===== src/rtl/result_serializer_pkg.sv =====
// Shared types and helpers for the systolic result serializer.
// Holds the stream FSM encoding and element narrowing logic.
package systolic_pkg;

  typedef enum logic [1:0] {
    S_IDLE   = 2'd0,
    S_STREAM = 2'd1,
    S_DONE   = 2'd2
  } ser_state_t;

  localparam int NARROW_W = 64;

  function automatic int idx_width(input int n);
    return (n <= 1) ? 1 : $clog2(n);
  endfunction

  // Values are carried at a fixed wide width; callers size-cast the result.
  function automatic logic [NARROW_W-1:0] narrow(
    input logic [NARROW_W-1:0] value,
    input int                  out_w,
    input bit                  sat
  );
    logic [NARROW_W-1:0] mask;
    if (out_w >= NARROW_W) begin
      mask = '1;
    end else begin
      mask = (NARROW_W'(1) << out_w) - NARROW_W'(1);
    end
    if (sat && ((value & ~mask) != '0)) begin
      return mask;
    end
    return value & mask;
  endfunction

endpackage


===== src/rtl/result_serializer_if.sv =====
// Element stream bundle between the serializer and downstream store logic.
// Master drives valid/data/addr/last; slave returns ready.
interface result_serializer_if #(
  parameter int OUT_WIDTH = 8,
  parameter int IDX_W     = 2
);

  logic                 out_valid;
  logic                 out_ready;
  logic [OUT_WIDTH-1:0] out_data;
  logic [IDX_W-1:0]     out_addr;
  logic                 out_last;

  modport master (
    output out_valid,
    output out_data,
    output out_addr,
    output out_last,
    input  out_ready
  );

  modport slave (
    input  out_valid,
    input  out_data,
    input  out_addr,
    input  out_last,
    output out_ready
  );

endinterface


===== src/rtl/result_serializer_mem.sv =====
// Result RAM: one write port, one registered read port, async clear.
// A same-address read and write in one cycle returns the old word.
module result_mem #(
  parameter int DEPTH = 4,
  parameter int WIDTH = 8,
  parameter int AW    = 2
) (
  input  logic             clk,
  input  logic             reset,
  input  logic             we_i,
  input  logic [AW-1:0]    wa_i,
  input  logic [WIDTH-1:0] wd_i,
  input  logic [AW-1:0]    ra_i,
  output logic [WIDTH-1:0] rd_o
);

  logic [WIDTH-1:0] mem_q [0:DEPTH-1];
  logic [WIDTH-1:0] rd_q;

  always_ff @(posedge clk or posedge reset) begin
    if (reset) begin
      for (int i = 0; i < DEPTH; i++) begin
        mem_q[i] <= '0;
      end
      rd_q <= '0;
    end else begin
      if (we_i) begin
        mem_q[wa_i] <= wd_i;
      end
      rd_q <= mem_q[ra_i];
    end
  end

  assign rd_o = rd_q;

endmodule


===== src/rtl/result_serializer.sv =====
// Snapshots the systolic result grid and streams it element by element,
// in row- or column-major order, mirroring each accepted word into RAM.
module result_serializer
  import systolic_pkg::*;
#(
  parameter int  DATA_WIDTH = 8,
  parameter int  A_ROWS     = 2,
  parameter int  B_COLS     = 2,
  parameter int  OUT_WIDTH  = DATA_WIDTH,
  parameter int  SATURATE   = 1,
  localparam int IDX_W      = idx_width(A_ROWS * B_COLS)
) (
  input  logic                      clk,
  input  logic                      reset,
  input  logic [2*DATA_WIDTH-1:0]   result [0:A_ROWS-1][0:B_COLS-1],
  input  logic                      start,
  input  logic                      col_major,
  result_serializer_if.master       out_if,
  output logic                      busy,
  output logic                      done,
  input  logic [IDX_W-1:0]          rd_addr,
  output logic [OUT_WIDTH-1:0]      rd_data
);

  localparam int ELEM_W = 2 * DATA_WIDTH;
  localparam int ROW_W  = idx_width(A_ROWS);
  localparam int COL_W  = idx_width(B_COLS);

  ser_state_t        state_q, state_d;
  logic [ROW_W-1:0]  row_q, row_d;
  logic [COL_W-1:0]  col_q, col_d;
  logic              cm_q, cm_d;
  logic [ELEM_W-1:0] snap_q [0:A_ROWS-1][0:B_COLS-1];

  logic              row_end;
  logic              col_end;
  logic              at_last;
  logic              hs;
  logic              cap;
  logic [ELEM_W-1:0] elem;

  assign row_end = (row_q == ROW_W'(A_ROWS - 1));
  assign col_end = (col_q == COL_W'(B_COLS - 1));
  assign at_last = row_end && col_end;
  assign elem    = snap_q[row_q][col_q];
  assign cap     = (state_q == S_IDLE) && start;

  // Outputs come only from registers, so ready never reaches valid/data.
  assign out_if.out_valid = (state_q == S_STREAM);
  assign out_if.out_last  = out_if.out_valid && at_last;
  assign out_if.out_data  =
    OUT_WIDTH'(narrow(NARROW_W'(elem), OUT_WIDTH, SATURATE != 0));
  assign out_if.out_addr  =
    IDX_W'(row_q) * IDX_W'(B_COLS) + IDX_W'(col_q);

  assign hs   = out_if.out_valid && out_if.out_ready;
  assign busy = (state_q == S_STREAM);
  assign done = (state_q == S_DONE);

  always_comb begin
    state_d = state_q;
    row_d   = row_q;
    col_d   = col_q;
    cm_d    = cm_q;
    unique case (state_q)
      S_IDLE: begin
        if (start) begin
          state_d = S_STREAM;
          row_d   = '0;
          col_d   = '0;
          cm_d    = col_major;
        end
      end
      S_STREAM: begin
        if (hs) begin
          if (at_last) begin
            state_d = S_DONE;
            row_d   = '0;
            col_d   = '0;
          end else if (!cm_q) begin
            if (col_end) begin
              col_d = '0;
              row_d = row_q + ROW_W'(1);
            end else begin
              col_d = col_q + COL_W'(1);
            end
          end else begin
            if (row_end) begin
              row_d = '0;
              col_d = col_q + COL_W'(1);
            end else begin
              row_d = row_q + ROW_W'(1);
            end
          end
        end
      end
      S_DONE: begin
        state_d = S_IDLE;
      end
      default: begin
        state_d = S_IDLE;
      end
    endcase
  end

  always_ff @(posedge clk or posedge reset) begin
    if (reset) begin
      state_q <= S_IDLE;
      row_q   <= '0;
      col_q   <= '0;
      cm_q    <= 1'b0;
    end else begin
      state_q <= state_d;
      row_q   <= row_d;
      col_q   <= col_d;
      cm_q    <= cm_d;
    end
  end

  always_ff @(posedge clk or posedge reset) begin
    if (reset) begin
      for (int r = 0; r < A_ROWS; r++) begin
        for (int c = 0; c < B_COLS; c++) begin
          snap_q[r][c] <= '0;
        end
      end
    end else if (cap) begin
      for (int r = 0; r < A_ROWS; r++) begin
        for (int c = 0; c < B_COLS; c++) begin
          snap_q[r][c] <= result[r][c];
        end
      end
    end
  end

  result_mem #(
    .DEPTH (A_ROWS * B_COLS),
    .WIDTH (OUT_WIDTH),
    .AW    (IDX_W)
  ) u_mem (
    .clk   (clk),
    .reset (reset),
    .we_i  (hs),
    .wa_i  (out_if.out_addr),
    .wd_i  (out_if.out_data),
    .ra_i  (rd_addr),
    .rd_o  (rd_data)
  );

endmodule


===== src/flat_wrapper.sv =====
// flat-port wrapper written by rule: the top's interface ports become plain ports
module result_serializer_flat import systolic_pkg::*;
#(
  parameter int  DATA_WIDTH = 8,
  parameter int  A_ROWS     = 2,
  parameter int  B_COLS     = 2,
  parameter int  OUT_WIDTH  = DATA_WIDTH,
  parameter int  SATURATE   = 1,
  localparam int IDX_W      = idx_width(A_ROWS * B_COLS)
)
  (clk, reset, result, start, col_major, busy, done, rd_addr, rd_data, out_if_out_valid, out_if_out_data, out_if_out_addr, out_if_out_last, out_if_out_ready);
  result_serializer_if #(.OUT_WIDTH(OUT_WIDTH), .IDX_W(2)) out_if_i ();
  input  logic clk;
  input  logic reset;
  input  logic [2*DATA_WIDTH-1:0] result[0:A_ROWS-1][0:B_COLS-1];
  input  logic start;
  input  logic col_major;
  output logic busy;
  output logic done;
  input  logic [IDX_W-1:0] rd_addr;
  output logic [OUT_WIDTH-1:0] rd_data;
  output wire logic [$bits(out_if_i.out_valid)-1:0] out_if_out_valid;
  output wire logic [$bits(out_if_i.out_data)-1:0] out_if_out_data;
  output wire logic [$bits(out_if_i.out_addr)-1:0] out_if_out_addr;
  output wire logic [$bits(out_if_i.out_last)-1:0] out_if_out_last;
  input wire logic [$bits(out_if_i.out_ready)-1:0] out_if_out_ready;
  assign out_if_out_valid = out_if_i.out_valid;
  assign out_if_out_data = out_if_i.out_data;
  assign out_if_out_addr = out_if_i.out_addr;
  assign out_if_out_last = out_if_i.out_last;
  assign out_if_i.out_ready = out_if_out_ready;
  result_serializer #(.DATA_WIDTH(DATA_WIDTH), .A_ROWS(A_ROWS), .B_COLS(B_COLS), .OUT_WIDTH(OUT_WIDTH), .SATURATE(SATURATE)) u_core (.clk(clk), .reset(reset), .result(result), .start(start), .col_major(col_major), .out_if(out_if_i), .busy(busy), .done(done), .rd_addr(rd_addr), .rd_data(rd_data));
endmodule

===== config.mk =====
export PLATFORM = sky130hd
export DESIGN_NAME = result_serializer_flat
export DESIGN_NICKNAME = d
export VERILOG_FILES = /design/src/rtl/result_serializer_pkg.sv /design/src/rtl/result_serializer_if.sv /design/src/rtl/result_serializer_mem.sv /design/src/rtl/result_serializer.sv /design/src/flat_wrapper.sv
export SDC_FILE = /design/constraint.sdc
export NUM_CORES = 1
export LEC_CHECK = 0
export CAP_MARGIN = 20
export CORE_ASPECT_RATIO = 1.5
export CORE_MARGIN = 2
export CORE_UTILIZATION = 45
export DETAILED_ROUTE_END_ITERATION = 8
export GPL_ROUTABILITY_DRIVEN = 0
export PLACE_DENSITY = 0.69
export SYNTH_ARGS = -nofsm -noshare
export SYNTH_HDL_FRONTEND = slang
export SYNTH_HIERARCHICAL = 1
export SYNTH_SLANG_ARGS = --single-unit
export TNS_END_PERCENT = 5

===== constraint.sdc =====
create_clock -name clk -period 2.22 [get_ports clk]
set_input_delay 0.222 -clock clk [delete_from_list [all_inputs] [get_ports clk]]
set_output_delay 0.222 -clock clk [all_outputs]
set_load 0.05 [all_outputs]

Word level (Yosys, flattened, before mapping). Cells that the tools add are included.

Add/sub/neg operators: 3. Multipliers: 0. Divide/modulo/power cells: 0. Order comparisons: 5. Equal/unequal tests: 7. Shift-type cells: 0. Muxes and demuxes: 32. Bitwise logic cells: 4. Reduce and logical (&&, ||, !) cells: 12.

Operators with widths (count): 2-to-1 mux 32 bit (3); nonzero test 64 bit (1); 2-to-1 mux 16 bit (3); 2-to-1 mux 8 bit (5); bitwise mux 32 bit (1); binary-select mux 8 bit (select 2 bit) (1); demux 8 bit (select 2 bit) (1); 2-to-1 mux 1 bit (12); inequality test 4 bit (second input constant) (2); AND reduction 4 bit (2); greater-or-equal comparator 3 bit (second input constant) (2); 2-to-1 mux 2 bit (3); inequality test 2 bit (second input constant) (3); inverter 2 -> 3 bit (2); logical AND 1 bit (5); greater-or-equal comparator 2 bit (second input constant) (2); inverter 1 -> 2 bit (2); case mux 1 bit (2 select lines) (2); case mux 2 bit (2 select lines) (1); < comparator 3 x 1 -> 1 bit (second input constant) (1); AND reduction 3 bit (1); adder 1 bit (second input constant) (2); adder 2 x 1 -> 2 bit (1); == test 2 x 1 -> 1 bit (second input constant) (1); 4 further kinds (4).

Bits in registers: 109. Latch bits: 0. Memory bits (writable): 0. ROM bits: 0. Input bits: 71. Output and inout port bits: 22. Word-level logic and storage cells: 76. Memories: 0.

Longest topological paths before layout. Gate-level depths: netlist of run 1.

Word-level depth: 11. Mapped depth: 6. Mapped depth without buffers: 5.

Modules after synthesis. Netlist of run 1, hierarchy kept.

Modules (own cells, without submodules): result_serializer (instances 1, cells each 199, area each 3044.2 µm², seq. area each 1726.7 µm²); result_mem (instances 1, cells each 87, area each 1606.5 µm², seq. area each 1001.0 µm²).

Worst setup path after synthesis of run 1. No wires, ideal clock.

Path type: register -> register. From: register u_core.row_q, in the netlist u_core/row_end. To: register u_core/u_mem/mem_q[24] in the netlist's numbering. Library setup time: 126 ps. Arrival time: 2367 ps. Data required time: 2094 ps. Setup slack: -273 ps. Stages on the path, launching flop included: 6. Path buffers: 1. Cell sequence: dfrtp_1 > buf_4 > or4_4 > o41ai_4 > o21bai_1 > mux2_2.

Word-level cells in the longest chain between the ends: 11. Elaborated cells on any way between the ends: 18.

RTL lines: from (decl) (RTL line result_serializer.sv:30) `logic [ROW_W-1:0] row_q, row_d;`; from (signal assigned) (RTL line result_serializer.sv:114) `row_q <= row_d;`; inverter 1 -> 2 bit (implied by the code) * (RTL line result_serializer.sv:45) `assign elem = snap_q[row_q][col_q];`; 2-to-1 mux 32 bit (implied by the code) * (3 in series) (RTL line result_serializer.sv:45); 2-to-1 mux 16 bit (implied by the code) * (3 in series) (RTL line result_serializer.sv:45); nonzero test 64 bit (RTL line result_serializer_pkg.sv:29) `if (sat && ((value & ~mask) != '0)) begin`; 2-to-1 mux 1 bit (RTL line result_serializer_pkg.sv:29); 2-to-1 mux 8 bit * (RTL line result_serializer_pkg.sv:32) `return value & mask;`; via out_if_out_data[0] (RTL line flat_wrapper.sv:23) `output wire logic [$bits(out_if_i.out_data)-1:0] out_if_out_data;`; bitwise mux 32 bit * (RTL line result_serializer_mem.sv:28) `mem_q[wa_i] <= wd_i;`; to (signal, indexed assignment) (RTL line result_serializer_mem.sv:28); to (decl) (RTL line result_serializer_mem.sv:17) `logic [WIDTH-1:0] mem_q [0:DEPTH-1];`.

The timed path passes the listed nets; every way through them passes the cells marked *. The select of a mux whose other input is x is not followed. A chain may end at the register's enable or synchronous reset.

Worst setup path in the final report of run 1.
From: register u_core/snap_q[59] in the netlist's numbering. To: output out_if_out_data[2].

Word-level cells in the longest chain between the ends: 9.

RTL lines: from (decl) (RTL line result_serializer.sv:33) `logic [ELEM_W-1:0] snap_q [0:A_ROWS-1][0:B_COLS-1];`; from (signal, indexed assignment) (RTL line result_serializer.sv:130) `snap_q[r][c] <= result[r][c];`; 2-to-1 mux 32 bit (implied by the code) (3 in series) (RTL line result_serializer.sv:45); 2-to-1 mux 16 bit (implied by the code) (3 in series) (RTL line result_serializer.sv:45); nonzero test 64 bit (RTL line result_serializer_pkg.sv:29); 2-to-1 mux 1 bit (RTL line result_serializer_pkg.sv:29); 2-to-1 mux 8 bit (RTL line result_serializer_pkg.sv:32); to (decl) (RTL line flat_wrapper.sv:23).

No other way between the ends. The select of a mux whose other input is x is not followed.

==> flow_metrics.env, run 1 <==
export IMPL_nets=462
export IMPL_avgViaCountPerCell=5.363
export IMPL_clkTransAtPathRegs_ps=70
export IMPL_cts_sinks=109
export IMPL_pre_cts_ws_ps=207.5
export IMPL_core_area_um2=10080
export IMPL_period_share_pct=103.7
export IMPL_critical_path_max_fanout=8
export IMPL_worst_setup_path_start_kind="flop"
export IMPL_min_period_ps=2302
export IMPL_die_x_um=87.01
export IMPL_grt_overflow=0
export IMPL_cts_root_buf="clkbuf_16"
export IMPL_syn2layout_area_growth_pct=34.01
export IMPL_synth_most_common_cell="dfrtp_1"
export IMPL_synth_edff_count=0
export IMPL_netlist_area_um2=4651
export IMPL_synth_nets=357
export IMPL_power_density_nw_per_um2=1258
export IMPL_layout_drive_gt1_share_pct=32.41
export IMPL_wl_per_cell_um=17.99
export IMPL_clockBufferDepth=2
export IMPL_drc=0
export IMPL_cts_hold_fix_buffers=0
export IMPL_violations="negative setup slack"
export IMPL_end_kind="output port"
export IMPL_dp_cells=493
export IMPL_routed_via_count=2746
export IMPL_hold_class="input port to asynchronous set/reset pin"
export IMPL_crit_arrival_ps=2080
export IMPL_design_area_um2=6232
export IMPL_fillers=767
export IMPL_grt_pass1_wl_um=15240
export IMPL_synth_top_cell_area_share_pct=58.65
export IMPL_tns_ps=-558.9
export IMPL_synth_seq_cells=109
export IMPL_syn_inst=286
export IMPL_htreeDepth=3
export IMPL_grt_start_max_net_pins=70
export IMPL_io_buffers=92
export IMPL_finalSetupViolations=8
export IMPL_ant_nets=0
export IMPL_rows=45
export IMPL_fin_ws_ps=-82.32
export IMPL_yosysTopAreaCell="dfrtp_1"
export IMPL_rsz0062_at_grt="true"
export IMPL_synth_area_leaders="dfrtp_1, mux2_2, mux2_1"
export IMPL_clock_fmax_ghz=0.4343
export IMPL_fin_cells=512
export IMPL_hold_viol=0
export IMPL_ys_types=33
export IMPL_die_h_um=128.5
export IMPL_grt_pass1_vias=2949
export IMPL_initial_core_util_pct=46.15
export IMPL_ir_drop_mv=0.6696
export IMPL_insertion_delay_ps=340
export IMPL_cts_tree="done"
export IMPL_track_usage_pct=18.20
export IMPL_ios=93
export IMPL_fin_worst_skew_ps=4.716
export IMPL_slew_violations=0
export IMPL_slew_headroom_pct=64.67
export IMPL_dp_hpwl_um=6563
export IMPL_cts_inserted_buffers=9
export IMPL_die_area_um2=11180
export IMPL_antennaDiodeCount=0
export IMPL_wl_um=9210
export IMPL_ys_flop_type="dfrtp_1"
export IMPL_tightest_slew_ps=528.2
export IMPL_async_flop_share_pct=100.0
export IMPL_drv_cap=0
export IMPL_antenna_found_initial=0
export IMPL_synth_seq_area_share_pct=58.65
export IMPL_status="finished, violations left"
export IMPL_final_util_pct=61.84
export IMPL_place_area_um2=5821
export IMPL_drt_iter0_markers=99
export IMPL_dr_pass1_iters=4
export IMPL_synth_common_cells="dfrtp_1, mux2_2, mux2_1, mux4_2"
export IMPL_cp_required_ps=2000
export IMPL_worstSetupPathType="flop to output port"
export IMPL_ys_warn_count=6
export IMPL_avgSynthCellArea_um2=16.26
export IMPL_leakagePower_nw=2.417
==> critical path, cell delays in order (launching register included) <==
cell and delay, ps:
dfrtp_1 380, or4_4 540, o41ai_4 350, buf_12 210, o21bai_4 90, buf_6 170
==> sequential cells by signal (all words and copies together), names as in the netlist <==
signal and cells:
u_core/snap_q 64, u_core/cm_q 1, u_core/state_q 2, u_core/u_mem/rd_o 8, u_core/col_end 1, u_core/u_mem/mem_q 32
u_core/row_end 1
==> kinds of logic (layout without fill, tap and decap cells) <==
group	count (synthesis)	count (layout)	share of synthesized area [%]
AND/OR/NAND/NOR	28	28	4.305
buffers and inverters	19	128	2.260
flip-flops	109	109	58.65
AO/OA/AOI/OAI	17	17	3.067
multiplexers	113	113	31.72
==> layout by cell type, fill, tap and decap left out, drive strengths merged <==
cell type,synthesis,layout
clkbuf,2,10
nand2b,1,1
inv,3,3
mux2,97,97
buf,14,31
bufinv,0,1
or4,2,2
dfrtp,109,109
clkdlybuf4s50,0,79
nand4,1,1
a21boi,1,1
nor4b,1,1
nand3,4,4
nand3b,2,2
o41ai,1,1
o21bai,9,9
and3,2,2
o211ai,1,1
nor2,4,4
nor4,5,5
clkinvlp,0,1
nand2,1,1
nor2b,2,2
clkinv,0,3
o21ai,3,3
nor3b,2,2
and2,1,1
a22o,2,2
mux4,16,16
==> per-layer routing <==
metal	global-route usage, %	vias to the layer above	part of all wire [%]
li1	-	1266	-
met1	22.63	1412	40
met2	30.18	57	54
met3	4.362	11	4.2
met4	7.721	0	2.1
met5	0	-	0
==> cell type report <==
class | instances | area, um^2 | share of cell area [%]
Timing Repair Buffer | 110 | 1141 | 18.31
Clock inverter | 5 | 52.55 | 0.8432
Sequential cell | 109 | 2728 | 43.77
Inverter | 3 | 11.26 | 0.1807
Clock buffer | 10 | 229.0 | 3.674
Multi-Input combinational cell | 158 | 1924 | 30.88
Tap cell | 117 | 146.4 | 2.349
==> what timing repair did <==
action | 4_1_cts | 5_1_grt
buffers inserted | 4 | 0
gates resized for setup | 16 | 2
setup endpoints to repair | 8 | 22
pin swaps | 10 | 2
==> power by group <==
group          switching (mW)  internal, mW
combinational            1.30          1.68
sequential              0.444          2.88
clock                   0.675         0.863
==> path summary, 6_finish.rpt <==
kind | endpoint | cells past startpoint | slack, ps | from
min in group clk | u_core/snap_q[28]$_DFFE_PP0P_ | 2 | 470 | result[28]
worst min-delay path | u_core/snap_q[60]$_DFFE_PP0P_ | 3 | 310 | reset
worst max register to register | u_core/u_mem/mem_q[0]$_DFFE_PP0P_ | 6 | 130 | u_core/snap_q[59]$_DFFE_PP0P_
worst min register to register | u_core/snap_q[1]$_DFFE_PP0P_ | 1 | 480 | u_core/snap_q[1]$_DFFE_PP0P_
worst max-delay path | out_if_out_data[2] | 5 | -80 | u_core/snap_q[59]$_DFFE_PP0P_
max in group asynchronous | u_core/u_mem/mem_q[24]$_DFFE_PP0P_ | 3 | 1500 | reset
==> through the flow <==
stage	power (mW)	hold slack, ps
after floorplan	5.350	356.7
after global placement	6.183	461.3
after detailed placement	6.276	471.4
after CTS	7.923	363.3
after global routing	8.300	385.1
final	7.841	314.2
Power figures use the tool's default switching activity.
==> run 2: changes to the inputs <==
--- a/config.mk
+++ b/config.mk
@@ -11,7 +11,7 @@
 export CORE_UTILIZATION = 45
 export DETAILED_ROUTE_END_ITERATION = 8
 export GPL_ROUTABILITY_DRIVEN = 0
-export PLACE_DENSITY = 0.69
+export PLACE_DENSITY = 0.79
 export SYNTH_ARGS = -nofsm -noshare
 export SYNTH_HDL_FRONTEND = slang
 export SYNTH_HIERARCHICAL = 1
==> flow_metrics.env, run 2 (synthesis results as in run 1) <==
export IMPL_cts_tree="done"
export IMPL_final_common_cell="dfrtp_1"
export IMPL_place_area_um2=5803
export IMPL_grt_pass1_wl_um=15280
export IMPL_whs_ps=299.2
export IMPL_hold_class="input port to asynchronous set/reset pin"
export IMPL_r2r_end="u_core/u_mem/mem_q[27]$_DFFE_PP0P_"
export IMPL_grt_overflow=0
export IMPL_die_area_um2=11180
export IMPL_grt_pass1_vias=3005
export IMPL_ios=93
export IMPL_die_x_um=87.01
export IMPL_io_buffers=92
export IMPL_fin_worst_skew_ps=7.435
export IMPL_layout_drive_gt1_share_pct=33.67
export IMPL_dr_pass1_iters=4
export IMPL_drv_cap=0
export IMPL_cp_required_ps=2000
export IMPL_drc=0
export IMPL_slew_violations=0
export IMPL_critical_path_max_fanout=8
export IMPL_status="finished, violations left"
export IMPL_wl_per_cell_um=18.17
export IMPL_cts_root_buf="clkbuf_16"
export IMPL_crit_start="u_core/snap_q[59]$_DFFE_PP0P_"
export IMPL_largest_register="u_core/snap_q"
export IMPL_leakagePower_nw=2.449
export IMPL_violations="negative setup slack"
export IMPL_hold_viol=0
export IMPL_dp_cells=494
export IMPL_wl_um=9413
export IMPL_worstSetupPathType="flop to output port"
export IMPL_finalSetupViolations=8
export IMPL_final_util_pct=62.35
export IMPL_insertion_delay_ps=340
export IMPL_cts_sinks=109
export IMPL_rsz0062_at_grt="true"
export IMPL_core_area_um2=10080
export IMPL_drt_iter0_markers=114
export IMPL_critPathMaxStageDelay_ps=540
export IMPL_crit_arrival_ps=2060
export IMPL_cts_hold_fix_buffers=0
export IMPL_period_share_pct=102.8
export IMPL_clkTransAtPathRegs_ps=60
export IMPL_largest_register_ffs=64
export IMPL_initial_core_util_pct=46.15
export IMPL_tns_ps=-431.0
export IMPL_avgViaCountPerCell=5.444
export IMPL_grt_start_max_net_pins=70
export IMPL_cts_inserted_buffers=9
export IMPL_clock_fmax_ghz=0.4381
export IMPL_rows=45
export IMPL_r2r_start="u_core/snap_q[59]$_DFFE_PP0P_"
export IMPL_dp_hpwl_um=6833
export IMPL_htreeDepth=3
export IMPL_fillers=746
export IMPL_nets=469
export IMPL_ir_drop_mv=0.5930
export IMPL_reg2reg_depth=6
export IMPL_fin_cells=518
export IMPL_design_area_um2=6284
export IMPL_power_density_nw_per_um2=1261
export IMPL_clockBufferDepth=2
export IMPL_end_kind="output port"
export IMPL_crit_slowest_cell="or4_4"
export IMPL_track_usage_pct=18.08
export IMPL_antennaDiodeCount=0
export IMPL_crit_chain="or4_4, o41ai_4, buf_12, o21bai_4, buf_6"
export IMPL_ant_nets=0
export IMPL_die_h_um=128.5
export IMPL_slew_headroom_pct=65.10
export IMPL_antenna_found_initial=0
export IMPL_min_period_ps=2283
export IMPL_syn2layout_area_growth_pct=35.11
export IMPL_final_cell_mix="dfrtp_1, clkdlybuf4s50_1, mux2_2, mux2_1, buf_4"
export IMPL_rrSetupSlack_ps=140
export IMPL_worst_setup_path_start_kind="flop"
export IMPL_fin_ws_ps=-62.73
export IMPL_routed_via_count=2820
export IMPL_tightest_slew_ps=521.9
## run 2: cell count changes in the layout (fill, tap and decap cells not counted), sizes merged
cell	previous run	this run
clkbuf	10	13
clkinvlp	1	0
buf	31	38
clkinv	3	0
## run 2: cell type report
cell class                 count  area, um^2  share of cell area [%]
tap                          117       146.4                   2.330
timing repair buffer         117        1172                   18.66
clock inverter                 1       30.03                  0.4779
multi-input combinational    158        1924                   30.63
clock buffer                  13       270.3                   4.301
inverter                       3       11.26                  0.1792
sequential                   109        2729                   43.43
## run 2: critical path: cells and delay by family (launching register included)
kind / cells / cell delay, ps
AOI/OAI and AO/OA: 2 / 440
DFF: 1 / 370
buffers and inverters: 2 / 370
and+or+nand+nor: 1 / 540
## run 2: power by group
group	internal (mW)	total [mW]	switching, mW
clock	0.955	1.61	0.658
sequential	2.88	3.33	0.448
combinational	1.66	2.98	1.32
## run 2: per-stage QoR
stage | power, mW | worst slack (ps)
3_3_place_gp | 6.110 | 235.1
5_1_grt | 8.355 | -145.4
3_5_place_dp | 6.257 | 214.7
6_report | 7.924 | -62.73
4_1_cts | 7.998 | -91.83
2_1_floorplan | 5.350 | -262.4
## run 2: layer usage
layer  track usage (%)  wire, um  part of all wire, %
met4             7.996       210                  2.2
met3             3.592       342                  3.6
met5                 0         0                    0
met1             21.27      3700                   39
met2             31.57      5161                   55
## run 2: worst max path at each step
| stage | end | depth (start not counted) |
|---|---|---|
| after floorplan | u_core/u_mem/mem_q[24]$_DFFE_PP0P_ | 5 |
| after global placement | out_if_out_data[7] | 5 |
| after detailed placement | out_if_out_data[7] | 5 |
| after global routing | out_if_out_data[4] | 5 |
| after CTS | out_if_out_data[4] | 5 |
| final | out_if_out_data[4] | 5 |
## run 2: timing repair
action,4_1_cts,5_1_grt
gates resized for setup,18,2
endpoints found under the setup margin,8,8
setup buffers,8,2
pin swaps,10,4
